===== src/rtl/branch_predictor.sv =====
// Direct-mapped branch target buffer with 2-bit saturating direction counters.
// Optional build macro BRANCH_PREDICTOR_STATS_EN adds a mispredict_count output.
module branch_predictor #(
    parameter int ENTRIES = 64,
    parameter int TAG_W   = 8
) (
    input  logic        clk,
    input  logic        rst,
    input  logic [31:0] if_pc,
    input  logic        if_valid,
    output logic        pred_taken,
    output logic [31:0] pred_pc,
    output logic        pred_valid,
    input  logic        branch_ex,
    input  logic [31:0] ex_pc,
    input  logic [31:0] jump_pc,
    input  logic [31:0] njump_pc,
    input  logic        branch_taken,
    input  logic        ex_pred_taken,
    input  logic [31:0] ex_pred_pc,
    output logic        flush,
    output logic [31:0] new_pc
`ifdef BRANCH_PREDICTOR_STATS_EN
    ,
    output logic [31:0] mispredict_count
`endif
);
    localparam int IDX = $clog2(ENTRIES);

    logic [ENTRIES-1:0] valid_reg;
    logic [TAG_W-1:0]   tag_mem    [ENTRIES];
    logic [29:0]        target_mem [ENTRIES];
    logic [1:0]         ctr_mem    [ENTRIES];

    logic [IDX-1:0]   if_idx;
    logic [TAG_W-1:0] if_tag;
    logic             if_hit;
    logic             if_taken;
    logic [IDX-1:0]   ex_idx;
    logic [TAG_W-1:0] ex_tag;
    logic             ex_hit;
    logic [1:0]       ex_ctr;
    logic [1:0]       ctr_next;
    logic             alloc;
    logic             mispredict;

    logic             pred_taken_reg;
    logic [31:0]      pred_pc_reg;
    logic             pred_valid_reg;
    logic             flush_reg;
    logic [31:0]      new_pc_reg;

    // Only the index/tag slices of the PCs feed the table; fold the rest here.
    logic unused_pc_bits;
    assign unused_pc_bits = ^{if_pc, ex_pc};

    assign if_idx   = if_pc[IDX+1:2];
    assign if_tag   = if_pc[TAG_W+IDX+1:IDX+2];
    assign if_hit   = valid_reg[if_idx] && (tag_mem[if_idx] == if_tag);
    assign if_taken = if_hit && ctr_mem[if_idx][1];

    assign ex_idx = ex_pc[IDX+1:2];
    assign ex_tag = ex_pc[TAG_W+IDX+1:IDX+2];
    assign ex_hit = valid_reg[ex_idx] && (tag_mem[ex_idx] == ex_tag);
    assign ex_ctr = ctr_mem[ex_idx];
    assign alloc  = branch_ex && !ex_hit && branch_taken;

    assign mispredict = branch_ex &&
        ((branch_taken != ex_pred_taken) ||
         (branch_taken && ex_pred_taken && (jump_pc != ex_pred_pc)));

    always_comb begin
        ctr_next = ex_ctr;
        if (branch_taken) begin
            if (ex_ctr != 2'b11) ctr_next = ex_ctr + 2'b01;
        end else begin
            if (ex_ctr != 2'b00) ctr_next = ex_ctr - 2'b01;
        end
    end

    // Lookup reads the table before this edge's update lands, so a same-cycle
    // update of the same index is invisible until the following lookup.
    always_ff @(posedge clk) begin
        if (rst) begin
            pred_valid_reg <= 1'b0;
            pred_taken_reg <= 1'b0;
            pred_pc_reg    <= 32'h0;
        end else begin
            pred_valid_reg <= if_valid;
            pred_taken_reg <= if_valid && if_taken;
            if (if_valid) begin
                pred_pc_reg <= if_taken ? {target_mem[if_idx], 2'b00} : (if_pc + 32'd4);
            end
        end
    end

    genvar gi;
    generate
        for (gi = 0; gi < ENTRIES; gi++) begin : g_valid
            always_ff @(posedge clk) begin
                if (rst) begin
                    valid_reg[gi] <= 1'b0;
                end else if (alloc && (ex_idx == IDX'(gi))) begin
                    valid_reg[gi] <= 1'b1;
                end
            end
        end
    endgenerate

    always_ff @(posedge clk) begin
        if (branch_ex) begin
            if (ex_hit) begin
                ctr_mem[ex_idx] <= ctr_next;
                if (branch_taken) target_mem[ex_idx] <= jump_pc[31:2];
            end else if (branch_taken) begin
                tag_mem[ex_idx]    <= ex_tag;
                target_mem[ex_idx] <= jump_pc[31:2];
                ctr_mem[ex_idx]    <= 2'b10;
            end
        end
    end

    always_ff @(posedge clk) begin
        if (rst) begin
            flush_reg  <= 1'b0;
            new_pc_reg <= 32'h0;
        end else begin
            flush_reg <= mispredict;
            if (mispredict) new_pc_reg <= branch_taken ? jump_pc : njump_pc;
        end
    end

`ifdef BRANCH_PREDICTOR_STATS_EN
    logic [31:0] mispredict_count_reg;

    always_ff @(posedge clk) begin
        if (rst) begin
            mispredict_count_reg <= 32'h0;
        end else if (mispredict) begin
            mispredict_count_reg <= mispredict_count_reg + 32'd1;
        end
    end

    assign mispredict_count = mispredict_count_reg;
`endif

    assign pred_valid = pred_valid_reg;
    assign pred_taken = pred_taken_reg;
    assign pred_pc    = pred_pc_reg;
    assign flush      = flush_reg;
    assign new_pc     = new_pc_reg;
endmodule


===== config.mk =====
export PLATFORM = sky130hd
export DESIGN_NAME = branch_predictor
export DESIGN_NICKNAME = d
export VERILOG_FILES = /design/src/rtl/branch_predictor.sv
export SDC_FILE = /design/constraint.sdc
export NUM_CORES = 2
export LEC_CHECK = 0
export ABC_CLOCK_PERIOD_IN_PS = 12500
export BUFFER_PORTS_ARGS = -buffer_cell sky130_fd_sc_hd__buf_2
export CORE_ASPECT_RATIO = 1.25
export CORE_MARGIN = 8
export CORE_UTILIZATION = 40
export CTS_BUF_LIST = sky130_fd_sc_hd__clkbuf_16
export CTS_CLUSTER_SIZE = 30
export DETAILED_ROUTE_END_ITERATION = 8
export HOLD_SLACK_MARGIN = 0.08
export SYNTH_ARGS = -nofsm -noshare
export SYNTH_HDL_FRONTEND = slang
export SYNTH_SLANG_ARGS = --single-unit

===== constraint.sdc =====
create_clock -name clk -period 12.5 [get_ports clk]
set_clock_uncertainty 0.2 [all_clocks]
set_input_delay 1.25 -clock clk [delete_from_list [all_inputs] [get_ports clk]]
set_output_delay 1.25 -clock clk [all_outputs]
set_load 0.1 [all_outputs]

==> metrics.md <==
| Metric | Value |
|---|---|
| Post-CTS Resized | 0 |
| Power per cell area | approximately 160 nW/um^2 |
| Most common library cell in the layout ignoring fill and taps | sky130_fd_sc_hd__edfxtp_1 |
| Required @ worst endpoint | 12,950 ps |
| Register ranked first by flip-flop count | target_mem |
| DR WL met3 | ~25,000 um |
| Congestion Overflow GR | 0 |
| Insertion delay to the later sink of the worst-skew pair | 850 ps |
| Maximum Capacitance Violations | 0 |
| Achievable clock frequency | between 100 and 150 MHz |
| Largest area contributor in the netlist | sky130_fd_sc_hd__edfxtp_1 |
| Routability congestion estimate from global placement | 0.8682 |
| Layout area overhead | 13.32% |
| Post-Synthesis Cell Area | roughly 110,000 sq um |
| Actual transition at the worst max-transition pin | 1409 ps |
| Final max-slew violation count | 0 |
| First-pass GRT wire length | 448,700 um |
| Met2 WL | 160,600 um |
| Count of antenna-violating nets left after detailed routing | 0 |
| Buffers inserted during post-CTS setup optimization | 0 |
| Mean Syn Cell Area | 21.42 sq um |
| Top layer used by detailed routing | met5 |
| Core box area | between 200,000 and 300,000 sq um |
| Final Hold Violating Endpoints | 0 |
| Number of synthesized register bits | between 2,000 and 3,000 |
| Number of top-level pins | ~230 |
| CTS tree | yes |
| Fraction of synthesized cell area taken by the top area cell type | between 70% and 80% |
| Share of final-layout standard cells stronger than drive strength 1 | around 32% |
| Min Tclk post-route | between 7000 and 8000 ps |
| Unrepaired setup endpoints after global routing | false |
| Number of H-tree levels | 5 |
| Routed metal-1 wire length | roughly 120,000 um |
| Maximum number of pins on one net before global-route repair | 130 |
| CP Launch Type | primary input |
| Clock root buffer master | sky130_fd_sc_hd__clkbuf_16 |
| Post-detailed-placement half-perimeter wirelength | 190,100 um |
| Setup slack on the worst flop-to-flop path | between 6000 and 7000 ps |
| Hold_buf cts | 0 |
| Crit path largest cell delay | ~1200 ps |
| Slowest cell on the critical path | sky130_fd_sc_hd__a311oi_1 |
| Largest cells by area after synthesis | sky130_fd_sc_hd__edfxtp_1 (70%), sky130_fd_sc_hd__mux4_2 (20%), sky130_fd_sc_hd__dfxtp_1 (2.4%) |
| Number of distinct library cells after synthesis | between 60 and 70 |
| Largest fanout of any net on the critical path | 78 |
| Fraction of registers with async set or reset after synthesis | 0% |
| Maximum buffer depth of the clock tree | 4 |
| Number of iterations in the first detailed-routing pass | 5 |
| DR DRC count | 0 |
| IR Drop Worst-Case VDD | roughly 0.095 mV |
| Total nets after synthesis | approximately 5,300 |
| Slew HR | between 5 and 6% |
| Via density | between 6 and 7 |
| Result of the run | finished clean |
| Setup total negative slack | 0 ps |
| Total clock sinks | 2,691 |
| Fraction of the cycle the final worst path needs | 56.99% |
| Initial Util | 40.09% |
| Layout Cells excl Fill | 9,239 |
| Vias after detailed routing | approximately 56,000 |
| CP Cell Sequence | buf_8, buf_4, mux4_2, mux2i_1, nor2_1, a311oi_1, o22ai_1, xor2_1, or4_1, nor2_2, a2111oi_0 |
| Number of cells produced by synthesis | roughly 5,100 |
| Crit-path leading delay family | simple AND/OR/NAND/NOR gates |
| Number of clock buffers inserted by TritonCTS | around 280 |
| Max reg flops | around 1,900 |
| Clock transition time at the flip-flop clock pins of the worst setup and hold paths | around 60 ps |
| Final setup violating endpoints | 0 |
| Die span in y | approximately 600 um |
| Crit end category | flip-flop |
| Number of nets at the end of the flow | roughly 5,600 |
| Most used cells in the layout excluding fill and tap cells | sky130_fd_sc_hd__edfxtp_1 (2,560), sky130_fd_sc_hd__mux4_2 (959), sky130_fd_sc_hd__clkbuf_16 (286) |
| Sequential element share of the synthesized area | roughly 72% |
| Number of enable-type register cells in the synthesized netlist | between 2,000 and 3,000 |
| Commonest register cell after synthesis | sky130_fd_sc_hd__edfxtp_1 |
| LEAKAGE | roughly 39 nW |
| Number of warnings reported in the yosys synthesis log | 0 |
| Fill cell total of the finished layout | 22,750 |
| Crit Path Category | primary input to flip-flop |
| Routed length per placed instance | about 35 um |
| Crit path DAT | between 7000 and 8000 ps |
| Cell Count Post-Placement | approximately 8,700 |
| Wire length reported by the detailed router | about 320,000 um |
| Die outline area | 291,300 sq um |
| Number of antenna violations at the first check in global routing | 21 |
| Chip Width | ~480 um |
| Detailed router's first-iteration violation count | around 7,000 |
| Registers with the most flip-flops | target_mem x1920, tag_mem x512, ctr_mem x128 |
| Number of global-route vias before repair | 57,400 |
| Port Buffers | between 200 and 250 |
| Overall track demand over capacity in global routing | 21.54% |
| Bufs and invs on worst path | 2 |
| Std cell rows | 215 |
| Hold WC Path Type | flip-flop to flip-flop |
final timing paths:
check	start	end	cells after the start
min	pred_pc[0]$_SDFFE_PP0P_	pred_pc[0]$_SDFFE_PP0P_	2
max	if_pc[2]	pred_pc[10]$_SDFFE_PP0P_	11
max reg2reg	tag_mem[7][1]$_DFFE_PP_	pred_pc[10]$_SDFFE_PP0P_	9
min reg2reg	pred_pc[0]$_SDFFE_PP0P_	pred_pc[0]$_SDFFE_PP0P_	2
synthesized netlist by cell type (43+ instances only):
cell,number
sky130_fd_sc_hd__edfxtp_1,2560
sky130_fd_sc_hd__mux4_2,959
sky130_fd_sc_hd__nor2_1,272
sky130_fd_sc_hd__clkbuf_1,171
sky130_fd_sc_hd__dfxtp_1,131
sky130_fd_sc_hd__mux2i_1,103
sky130_fd_sc_hd__nand2_1,95
sky130_fd_sc_hd__nor3_1,88
sky130_fd_sc_hd__buf_2,86
sky130_fd_sc_hd__o2bb2ai_1,65
sky130_fd_sc_hd__xnor2_1,64
sky130_fd_sc_hd__a21oi_1,57
sky130_fd_sc_hd__nand3_1,50
sky130_fd_sc_hd__buf_4,43
through the flow:
stage	total power, mW	util (%)	setup WS, ps	instance area [sq um]	hold WS, ps
floorplan	10.91	-	6384	109700	241.9
global placement	11.46	42.24	4923	115600	255.3
detailed placement	11.48	42.24	4857	115600	262.9
CTS	19.48	45.42	5788	124300	271.4
global route	19.86	45.42	5212	124300	292.5
finish	19.34	45.43	5377	124300	273.7
final cells by class:
| type | instances | area [sq um] | share of cell area, % |
|---|---|---|---|
| Inverter | 11 | 48.80 | 0.03926 |
| Antenna cell | 6 | 15.01 | 0.01208 |
| Multi-Input combinational cell | 2065 | 28960 | 23.30 |
| Timing Repair Buffer | 395 | 2579 | 2.075 |
| Sequential cell | 2691 | 79500 | 63.96 |
| Tap cell | 3580 | 4479 | 3.604 |
| Clock buffer | 286 | 7157 | 5.759 |
| Clock inverter | 205 | 1545 | 1.243 |
worst register-to-register path, delay by kind of cell, from the launching register on:
kind,cells,cell delay (ps)
and+or+nand+nor,3,2120
AOI/OAI and AO/OA,3,1730
muxes,2,640
DFF,1,380
xor gates and xnor gates,1,270
metal layers:
| layer | global-route usage [%] | vias to the layer above |
|---|---|---|
| met4 | 8.219 | 4 |
| met3 | 3.963 | 588 |
| li1 | - | 22470 |
| met5 | 0 | - |
| met1 | 27.99 | 30580 |
| met2 | 36.24 | 2683 |
cells by family after synthesis:
| group | count (synthesis) | share of synthesized area, % |
|---|---|---|
| flip-flops | 2691 | 72.48 |
| AO/OA/AOI/OAI | 303 | 2.018 |
| adder cells (fa/ha/maj) | 3 | 0.03308 |
| buffers and inverters | 364 | 1.609 |
| multiplexers | 1067 | 20.68 |
| AND/OR/NAND/NOR | 612 | 2.536 |
| XOR/XNOR | 80 | 0.6388 |
where the power goes:
group,total (mW),leakage (nW),switching [mW],internal [mW]
registers,9.95,24.1,0.0215,9.93
clock network,8.07,4.52,3.45,4.62
logic,1.33,10.1,0.880,0.451
Note: power is estimated with default switching activity, not from simulation.
